File: src/rtl/mem_access_stage.sv
// mem_access_stage: load/store stage between execute and write-back.
// Drives a req/ack data bus, aligns lanes and extends load data.
module mem_access_stage #(
    parameter int DATA_WIDTH     = 32,
    parameter int REG_ADDR_WIDTH = 5
) (
    input  logic                      i_clk,
    input  logic                      i_reset,
    input  logic                      i_IE_valid,
    input  logic [DATA_WIDTH-1:0]     i_IE_result,
    input  logic [DATA_WIDTH-1:0]     i_IE_data_write,
    input  logic [REG_ADDR_WIDTH-1:0] i_IE_rd_addr,
    input  logic                      i_ctrl_reg_write,
    input  logic                      i_ctrl_mem_read,
    input  logic                      i_ctrl_mem_write,
    input  logic [1:0]                i_ctrl_mem_size,
    input  logic                      i_ctrl_mem_unsigned,
    output logic                      o_IM_stall,
    output logic                      o_dmem_req,
    output logic                      o_dmem_we,
    output logic [DATA_WIDTH-1:0]     o_dmem_addr,
    output logic [DATA_WIDTH-1:0]     o_dmem_wdata,
    output logic [3:0]                o_dmem_be,
    input  logic                      i_dmem_ack,
    input  logic [DATA_WIDTH-1:0]     i_dmem_rdata,
    output logic                      o_IM_valid,
    output logic [DATA_WIDTH-1:0]     o_IM_result,
    output logic [REG_ADDR_WIDTH-1:0] o_IM_rd_addr,
    output logic                      o_IM_reg_write,
    output logic                      o_IM_misaligned
);

    typedef enum logic {
        IDLE = 1'b0,
        WAIT = 1'b1
    } state_t;

    state_t                    state_q;

    // Pending transaction context, captured at accept.
    logic [DATA_WIDTH-1:0]     addr_q;
    logic [1:0]                size_q;
    logic                      unsigned_q;
    logic                      load_q;
    logic                      pend_rw_q;
    logic [REG_ADDR_WIDTH-1:0] pend_rd_q;

    // Bus-facing registers, stable for the whole WAIT period.
    logic                      we_q;
    logic [DATA_WIDTH-1:0]     wdata_q;
    logic [3:0]                be_q;

    // Write-back registers.
    logic                      valid_q;
    logic [DATA_WIDTH-1:0]     result_q;
    logic [REG_ADDR_WIDTH-1:0] rd_q;
    logic                      reg_write_q;
    logic                      misaligned_q;

    // Decoded view of the incoming instruction.
    logic                      is_load;
    logic                      is_store;
    logic                      is_mem;
    logic                      sz_byte;
    logic                      sz_half;
    logic [DATA_WIDTH-1:0]     wdata_d;
    logic [3:0]                be_d;
    logic                      misaligned_d;

    // Extended load value for the pending access.
    logic [7:0]                lane_byte;
    logic [15:0]               lane_half;
    logic [DATA_WIDTH-1:0]     load_data_d;

    // Decode the op: read wins over write; build store lanes and alignment.
    always_comb begin
        is_load  = i_ctrl_mem_read;
        is_store = i_ctrl_mem_write & ~i_ctrl_mem_read;
        is_mem   = is_load | is_store;
        sz_byte  = (i_ctrl_mem_size == 2'b00);
        sz_half  = (i_ctrl_mem_size == 2'b01);
        wdata_d      = i_IE_data_write;
        be_d         = 4'b1111;
        misaligned_d = 1'b0;
        unique case (1'b1)
            sz_byte: begin
                wdata_d      = {4{i_IE_data_write[7:0]}};
                be_d         = 4'b0001 << i_IE_result[1:0];
                misaligned_d = 1'b0;
            end
            sz_half: begin
                wdata_d      = {2{i_IE_data_write[15:0]}};
                be_d         = i_IE_result[1] ? 4'b1100 : 4'b0011;
                misaligned_d = i_IE_result[0];
            end
            default: begin
                wdata_d      = i_IE_data_write;
                be_d         = 4'b1111;
                misaligned_d = |i_IE_result[1:0];
            end
        endcase
        if (!is_store) begin
            be_d = 4'b0000;
        end
        misaligned_d = misaligned_d & is_mem;
    end

    // Pick the addressed lane from the read word and extend it.
    always_comb begin
        lane_byte   = i_dmem_rdata[{addr_q[1:0], 3'b000} +: 8];
        lane_half   = addr_q[1] ? i_dmem_rdata[31:16]
                                : i_dmem_rdata[15:0];
        load_data_d = i_dmem_rdata;
        unique case (1'b1)
            (size_q == 2'b00): begin
                load_data_d = {{(DATA_WIDTH-8){lane_byte[7] & ~unsigned_q}},
                               lane_byte};
            end
            (size_q == 2'b01): begin
                load_data_d = {{(DATA_WIDTH-16){lane_half[15] & ~unsigned_q}},
                               lane_half};
            end
            default: begin
                load_data_d = i_dmem_rdata;
            end
        endcase
    end

    // Stage FSM: accept in IDLE, hold the bus in WAIT until ack, retire.
    always_ff @(posedge i_clk or posedge i_reset) begin
        if (i_reset) begin
            state_q      <= IDLE;
            addr_q       <= '0;
            size_q       <= 2'b00;
            unsigned_q   <= 1'b0;
            load_q       <= 1'b0;
            pend_rw_q    <= 1'b0;
            pend_rd_q    <= '0;
            we_q         <= 1'b0;
            wdata_q      <= '0;
            be_q         <= 4'b0000;
            valid_q      <= 1'b0;
            result_q     <= '0;
            rd_q         <= '0;
            reg_write_q  <= 1'b0;
            misaligned_q <= 1'b0;
        end else begin
            valid_q     <= 1'b0;
            reg_write_q <= 1'b0;
            unique case (state_q)
                IDLE: begin
                    if (i_IE_valid) begin
                        if (!is_mem) begin
                            valid_q      <= 1'b1;
                            result_q     <= i_IE_result;
                            rd_q         <= i_IE_rd_addr;
                            reg_write_q  <= i_ctrl_reg_write;
                            misaligned_q <= 1'b0;
                        end else if (misaligned_d) begin
                            valid_q      <= 1'b1;
                            result_q     <= i_IE_result;
                            rd_q         <= i_IE_rd_addr;
                            reg_write_q  <= 1'b0;
                            misaligned_q <= 1'b1;
                        end else begin
                            state_q    <= WAIT;
                            addr_q     <= i_IE_result;
                            size_q     <= i_ctrl_mem_size;
                            unsigned_q <= i_ctrl_mem_unsigned;
                            load_q     <= is_load;
                            pend_rw_q  <= i_ctrl_reg_write;
                            pend_rd_q  <= i_IE_rd_addr;
                            we_q       <= is_store;
                            wdata_q    <= wdata_d;
                            be_q       <= be_d;
                        end
                    end
                end
                WAIT: begin
                    if (i_dmem_ack) begin
                        state_q      <= IDLE;
                        valid_q      <= 1'b1;
                        rd_q         <= pend_rd_q;
                        misaligned_q <= 1'b0;
                        if (load_q) begin
                            result_q    <= load_data_d;
                            reg_write_q <= pend_rw_q;
                        end else begin
                            result_q    <= addr_q;
                            reg_write_q <= 1'b0;
                        end
                    end
                end
                default: begin
                    state_q <= IDLE;
                end
            endcase
        end
    end

    // Request and stall follow the state directly so reset drops them at once.
    assign o_IM_stall      = (state_q == WAIT);
    assign o_dmem_req      = (state_q == WAIT);
    assign o_dmem_we       = we_q;
    assign o_dmem_addr     = {addr_q[DATA_WIDTH-1:2], 2'b00};
    assign o_dmem_wdata    = wdata_q;
    assign o_dmem_be       = be_q;
    assign o_IM_valid      = valid_q;
    assign o_IM_result     = result_q;
    assign o_IM_rd_addr    = rd_q;
    assign o_IM_reg_write  = reg_write_q;
    assign o_IM_misaligned = misaligned_q;

endmodule
File: config.mk
export PLATFORM = sky130hd
export DESIGN_NAME = mem_access_stage
export DESIGN_NICKNAME = d
export VERILOG_FILES = /design/src/rtl/mem_access_stage.sv
export SDC_FILE = /design/constraint.sdc
export NUM_CORES = 1
export LEC_CHECK = 0
export ABC_AREA = 0
export BUFFER_PORTS_ARGS = -buffer_cell sky130_fd_sc_hd__buf_2
export CORE_MARGIN = 10
export CORE_UTILIZATION = 45
export DETAILED_ROUTE_END_ITERATION = 10
export GPL_ROUTABILITY_DRIVEN = 0
export PLACE_DENSITY = 0.71
export SLEW_MARGIN = 20
export SYNTH_ARGS = -nofsm -noshare
export SYNTH_HDL_FRONTEND = slang
export SYNTH_SLANG_ARGS = --single-unit
File: constraint.sdc
create_clock -name i_clk -period 4.9 [get_ports i_clk]
set_input_delay 0.49 -clock i_clk [delete_from_list [all_inputs] [get_ports i_clk]]
set_output_delay 0.49 -clock i_clk [all_outputs]
set_load 0.005 [all_outputs]
**After elaboration in Yosys (flattened, before gate mapping)**

Cells that the tools add are included.

- Reduce and logical (&&, ||, !) cells: 5
- Equal/unequal tests: 5
- Mux-type cells: 38
- Bitwise logic cells: 9
- Shifts and indexed selects: 2

Operator list:

| cell | number |
|---|---|
| one-hot mux 32 bit (2 select lines) | 3 |
| two-way mux 32 bit | 5 |
| variable part select 32 x 6 -> 8 bit | 1 |
| two-way mux 5 bit | 4 |
| two-way mux 1 bit | 16 |
| two-way mux 16 bit | 1 |
| one-hot mux 1 bit (2 select lines) | 5 |
| one-hot mux 5 bit (2 select lines) | 1 |
| two-way mux 4 bit | 2 |
| one-hot mux 4 bit (2 select lines) | 1 |
| AND 1 bit | 4 |
| == test 2 x 1 -> 1 bit (second input constant) | 2 |
| logical NOT 2 bit | 2 |
| != test 2 bit (second input constant) | 2 |
| NOT 1 bit | 4 |
| AND reduction 4 bit | 1 |
| left shift 1 x 2 -> 4 bit (first input constant) | 1 |
| != test 3 bit (second input constant) | 1 |
| AND reduction 3 bit | 1 |
| OR reduction 2 bit | 1 |
| OR 1 bit | 1 |

- Register bits: 120
- Input port bits: 111
- Output and inout bits: 111

**Longest topological paths before layout**

Gate-level depths: netlist (run 1).

- Depth in word-level cells: 8
- Mapped depth: 7
- Mapped depth without buffers: 5

**Least setup slack after synthesis (run 1)**

No wires, ideal clock.

- Path kind: input to register
- From: input i_ctrl_mem_read
- To: register addr_q[0]
- Data required time: 4,775 ps
- Arrival time: 1,585 ps
- Buffers on the path: 3
- Stages: 6
- Setup time: 125 ps
- Path slack: 3,190 ps
- Cell sequence: clkbuf_2 o22ai_2 nand2b_4 buf_6 buf_6 mux2_4

- Word-level cells in the longest chain between the ends: 6

RTL lines:

| what | line | RTL |
|---|---|---|
| start: declaration | 14 | `input logic i_ctrl_mem_read,` |
| NOT 1 bit | 78 | `is_store = i_ctrl_mem_write & ~i_ctrl_mem_read;` |
| AND 1 bit | 78 |  |
| OR 1 bit * | 79 | `is_mem = is_load \| is_store;` |
| AND 1 bit | 105 | `misaligned_d = misaligned_d & is_mem;` |
| NOT 1 bit (no source line) | - |  |
| AND reduction 4 bit (no source line) * | - |  |
| end signal: assignment | 167 | `addr_q <= i_IE_result;` |
| end: declaration | 41 | `logic [DATA_WIDTH-1:0] addr_q;` |

Every way passes the cells marked *; elsewhere a longest branch is shown, timed or not.
A chain may end at the register's enable or synchronous reset.

**Worst setup path after layout (run 1)**

- From: input i_ctrl_mem_size[1]
- To: register pend_rd_q[4]

- Word-level cells in the longest chain between the ends: 5

RTL lines:

| what | line | RTL |
|---|---|---|
| start: declaration | 16 | `input logic [1:0] i_ctrl_mem_size,` |
| == test 2 x 1 -> 1 bit or logical NOT 2 bit (tied branches) | 81, 80 |  |
| one-hot mux 1 bit (2 select lines) * | 85 | `unique case (1'b1)` |
| AND 1 bit * | 105 |  |
| NOT 1 bit (no source line) * | - |  |
| AND reduction 4 bit (no source line) * | - |  |
| end signal: assignment | 172 | `pend_rd_q <= i_IE_rd_addr;` |
| end: declaration | 46 | `logic [REG_ADDR_WIDTH-1:0] pend_rd_q;` |

Marks and branches as above.

==> impl_metrics.json, run 1 <==
{
  "rsz0062_at_grt": "no",
  "wl_per_cell_um": 21.00,
  "post-cts-setup-buffer-count": 0,
  "slew_viol_final": 0,
  "place_ws_ns": 1.898,
  "clock_path_buffers": 2,
  "hp-class": "input port to asynchronous set/reset pin",
  "period_needed_ns": 2.590,
  "period_share_pct": 52.85,
  "grt_pass1_wl_um": 32800,
  "grt_max_degree": 65,
  "synth_area_um2": 6424,
  "drc": 0,
  "first_iter_violations": 424,
  "final_common_cell": "buf_2",
  "final_core_util_pct": 56.08,
  "cts_resized": 0,
  "async_flop_share_pct": 100.0,
  "crit_path_start_kind": "input port",
  "finalClockSkew_ns": 0.004506,
  "final_cell_mix": "buf_2, dfrtp_1, o21ai_0",
  "insertion_delay_ns": 0.42,
  "avgSynthCellArea_um2": 10.41,
  "dieArea_um2": 19450,
  "rrSetupSlack_ns": 2.56,
  "end_kind": "flip-flop",
  "gr-total-overflow": 0,
  "max_freq_ghz": 0.3862,
  "ys_seq_area_share_pct": 46.75,
  "finalPower_w": 0.003754,
  "tns_ns": 0,
  "grtUsageTotal_pct": 20.81,
  "core-area_um2": 13930,
  "synth_ff_type": "dfrtp_1",
  "io_pins": 222,
  "ys_seq_elements": 120,
  "vias": 5506,
  "dpl.hpwl_um": 14910,
  "p_leak_nw": 3.813,
  "syn2layout_area_growth_pct": 21.66,
  "wirelength_um": 20460,
  "cp.required_ns": 5.20,
  "synthCells": 617,
  "worstMarginPinSlew_ns": 1.034,
  "setup.worst_path.class": "input port to flip-flop",
  "cts_tree": "yes",
  "reg2reg_from": "o_IM_stall",
  "ys_types": 46,
  "critPathMaxFanout": 50,
  "powerDensity_nw_per_um2": 480.3,
  "outcome": "finished, final reports clean",
  "dpl_cell_area_um2": 7295,
  "start_util_pct": 46.10,
  "first_pass_iters": 6,
  "final-setup-viol-count": 0,
  "synth_edf_count": 0,
  "yosys_warnings": 0,
  "cts_sinks": 120,
  "setup_ws_ns": 2.310,
  "numCtsBuffers": 17,
  "first_global_vias": 5878,
  "die_y_um": 139.5,
  "clockRootBuffer": "clkbuf_16",
  "die_x_um": 139.5,
  "final_layout_size_suffix_gt1_share_pct": 40.15,
  "layout.nets": 893,
  "max_slew_margin_pct": 31.04,
  "antenna_found_initial": 2,
  "ant_nets": 0,
  "io_buffers": 219,
  "fin_area_um2": 7815,
  "rows": 43,
  "startpoint": "i_ctrl_mem_size[1]",
  "ir_worst_vdd_uv": 254.0,
  "hold_violations": 0,
  "htree_levels": 4,
  "clkTransAtPathRegs_ns": 0.05,
  "vias_per_cell": 5.653,
  "fillers": 1221,
  "cap_violations": 0,
  "hold_buffers": 0,
  "arrival_ns": 2.89
}
[synth_stat cells, types with 10 or more instances]
cell,instances,area share [%]
nor2_1,54,3.2
mux2_4,37,8.6
a31o_1,10,1.4
buf_4,36,4.2
a21oi_1,39,3.0
o21ai_0,78,6.1
mux2i_1,36,5.6
a221o_1,12,1.9
buf_2,16,1.2
mux2_2,11,1.9
nand2_1,55,3.2
dfrtp_1,120,47
clkbuf_1,20,1.2
[metrics by stage]
| stage | hold WS, ns | instances |
|---|---|---|
| final | 0.2316 | 974 |
| after global routing | 0.3074 | 974 |
| after CTS | 0.2686 | 972 |
| after detailed placement | 0.4605 | 943 |
| after global placement | 0.4573 | 943 |
| after floorplan | 0.4726 | 618 |
[power by group]
group          leakage, nW  internal [W]  switching (W)
combinational         2.14      0.000564       0.000582
clock                0.259      0.000686       0.000424
sequential            1.42       0.00127       0.000224
total                 3.81       0.00252        0.00123
[registers in the layout, summed over array words and instances, names as in the netlist, 2 cells and up]
name / count
o_dmem_be: 4
o_IM_result: 32
o_dmem_wdata: 32
pend_rd_q: 5
addr_q: 32
o_IM_rd_addr: 5
size_q: 2
[critical path, cell delays in order]
cell and delay (ns):
buf_2 0.50, a21oi_1 0.11, o22ai_2 0.24, nand2b_4 0.61, buf_4 0.52, mux2_2 0.39
[final cells by class]
cell class	instances	area, um^2	share of cell area, %
Multi-Input combinational cell	409	2889	36.97
Timing Repair Buffer	225	1141	14.60
Antenna cell	2	5.005	0.06404
Sequential cell	120	3003	38.42
Clock inverter	4	20.02	0.2562
Inverter	9	36.28	0.4643
Clock buffer	25	495.5	6.340
Tap cell	180	225.2	2.882
[kinds of logic after synthesis]
logic type / count (synthesis) / synth area share, %
compound gates: 188 / 18.54
flops: 120 / 46.75
buf+inv: 89 / 8.336
simple gates: 130 / 8.376
other cells: 1 / 0.05838
mux: 89 / 17.94
[routing by layer]
layer  track usage [%]  up-vias  routed length [um]  part of all wire (%)
met1             25.36     2703                8282                    40
met4             8.841        0                 605                   3.0
li1                  -     2509                   -                     -
met3             6.193       46                1632                   8.0
met2             33.47      248                9937                    49
met5                 0        -                   0                     0
[worst paths after layout]
check,to,depth (start not counted)
max,pend_rd_q[4],6
min,o_IM_misaligned,2
max reg2reg,o_IM_result[15],4
min reg2reg,o_dmem_be[1],2
max in group asynchronous,o_IM_result[2],3
min in group i_clk,addr_q[5],2
Note: power is estimated with default switching activity, not from simulation.
==> inputs of run 2 (changes only) <==
Settings changed: PLACE_DENSITY 0.71 to 0.74.
Clock period 4.9 ns to 2.3 ns, I/O delays scaled along.
==> run 2 against run 1 <==
  * Critical path depth down 1
  * Hold slack worse by 0.22 ns
  * Sequential share of layout area shrank 1.0 points
  * Global-route usage fell by 0.72 points
  * Critical endpoint is now o_IM_result[8]
  * Largest cell class unchanged
  * Highest routed layer unchanged
==> impl_metrics.json, run 2 (synthesis results as in run 1) <==
{
  "die_x_um": 139.5,
  "period_needed_ns": 1.920,
  "cts_sinks": 120,
  "ir_worst_vdd_uv": 509.3,
  "wl_per_cell_um": 20.30,
  "powerDensity_nw_per_um2": 1036,
  "grt_max_degree": 121,
  "final_core_util_pct": 57.64,
  "first_pass_iters": 5,
  "htree_levels": 4,
  "cts_tree": "yes",
  "clkTransAtPathRegs_ns": 0.05,
  "final_layout_size_suffix_gt1_share_pct": 41.64,
  "period_share_pct": 83.48,
  "path_cells": "nor2b_1 > a22o_1 > a221o_1 > o21ai_0 > a211oi_1",
  "place_ws_ns": 0.4150,
  "post-cts-setup-buffer-count": 0,
  "numCtsBuffers": 17,
  "first_iter_violations": 485,
  "final_cell_mix": "buf_2, dfrtp_1, o21ai_0",
  "insertion_delay_ns": 0.41,
  "max_freq_ghz": 0.5208,
  "die_y_um": 139.5,
  "arrival_ns": 2.23,
  "max_slew_margin_pct": 57.01,
  "ant_nets": 0,
  "grtUsageTotal_pct": 20.09,
  "fillers": 1224,
  "finalPower_w": 0.008320,
  "final-setup-viol-count": 0,
  "core-area_um2": 13930,
  "vias_per_cell": 5.546,
  "vias": 5479,
  "critPathMaxFanout": 10,
  "dpl.hpwl_um": 14920,
  "clock_path_buffers": 2,
  "end_kind": "flip-flop",
  "start_util_pct": 46.10,
  "grt_pass1_wl_um": 31600,
  "rows": 43,
  "critPathMaxStageDelay_ns": 0.57,
  "final_common_cell": "buf_2",
  "setup_ws_ns": 0.3799,
  "cap_violations": 0,
  "hold_violations": 0,
  "antenna_found_initial": 1,
  "first_global_vias": 5630,
  "outcome": "finished, final reports clean",
  "wirelength_um": 20060,
  "worstMarginPinSlew_ns": 0.6448,
  "tns_ns": 0,
  "dieArea_um2": 19450,
  "drc": 0,
  "crit_path_start_kind": "flip-flop",
  "syn2layout_area_growth_pct": 25.03,
  "rsz0062_at_grt": "no",
  "layout.nets": 905,
  "finalClockSkew_ns": 0.004565,
  "p_leak_nw": 3.930,
  "slew_viol_final": 0,
  "io_pins": 222,
  "crit_path_top_delay_cell": "dfrtp_1",
  "cp.required_ns": 2.61,
  "hold_buffers": 0,
  "hp-class": "input port to asynchronous set/reset pin",
  "gr-total-overflow": 0,
  "io_buffers": 219,
  "setup.worst_path.class": "flip-flop to flip-flop",
  "cts_resized": 0,
  "clockRootBuffer": "clkbuf_16"
}
==> run 2: cell count changes in the layout (fill, tap and decap cells not counted) <==
| cell | change |
|---|---|
| clkinvlp_4 | +1 |
| inv_4 | -1 |
| bufinv_16 | +2 |
| diode_2 | -1 |
| clkbuf_1 | -3 |
| buf_4 | +8 |
| clkinv_2 | +3 |
| clkbuf_8 | +1 |
| buf_12 | +4 |
==> run 2: where the power goes <==
part           internal (W)  switching, W  leakage (nW)
Combinational       0.00125       0.00126          2.21
Clock               0.00172      0.000935         0.302
Sequential          0.00271      0.000437          1.42
Total               0.00568       0.00264          3.93
==> run 2: path summary, 6_finish.rpt <==
kind                                          start               end  slack, ns  depth (start not counted)
max in group asynchronous                   i_reset         addr_q[2]       1.82                          3
worst min register to register     o_dmem_wdata[20]  o_dmem_wdata[20]       0.47                          2
worst max-delay path                      addr_q[1]    o_IM_result[8]       0.38                          5
worst min-delay path                        i_reset      o_dmem_be[1]       0.01                          3
worst max register to register            addr_q[1]    o_IM_result[8]       0.38                          5
min in group i_clk              i_ctrl_mem_unsigned        unsigned_q       0.06                          2
==> run 2: worst max-delay path, delay by kind of cell (launching register included) <==
| family | cells | cell delay [ns] |
|---|---|---|
| flip-flops | 1 | 0.57 |
| AND/OR/NAND/NOR | 1 | 0.56 |
| AO/OA/AOI/OAI | 4 | 0.68 |
==> run 2: routing by layer <==
metal | wire length (um) | GRT usage (%) | vias to the layer above
met3 | 1845 | 7.281 | 27
met4 | 293 | 6.260 | 0
met5 | 0 | 0 | -
met1 | 8395 | 25.38 | 2671
li1 | - | - | 2536
met2 | 9522 | 31.33 | 245
==> run 2: final cells by class <==
type	instances	area, um^2	share of cell area, %
antenna	1	2.502	0.03116
clock buffer	23	498.0	6.200
clock inverter	9	95.09	1.184
inverter	9	37.54	0.4674
multi-input combinational	409	2889	35.97
sequential	120	3003	37.39
tap	180	225.2	2.804
timing repair buffer	237	1281	15.95
==> run 2: through the flow <==
step	hold slack (ns)	std cells	cell area (um^2)
3_5_place_dp	0.4654	955	7436
3_3_place_gp	0.4559	955	7436
4_1_cts	0.04518	987	8029
5_1_grt	0.04833	988	8031
6_report	0.01473	988	8031
2_1_floorplan	0.3264	618	6431
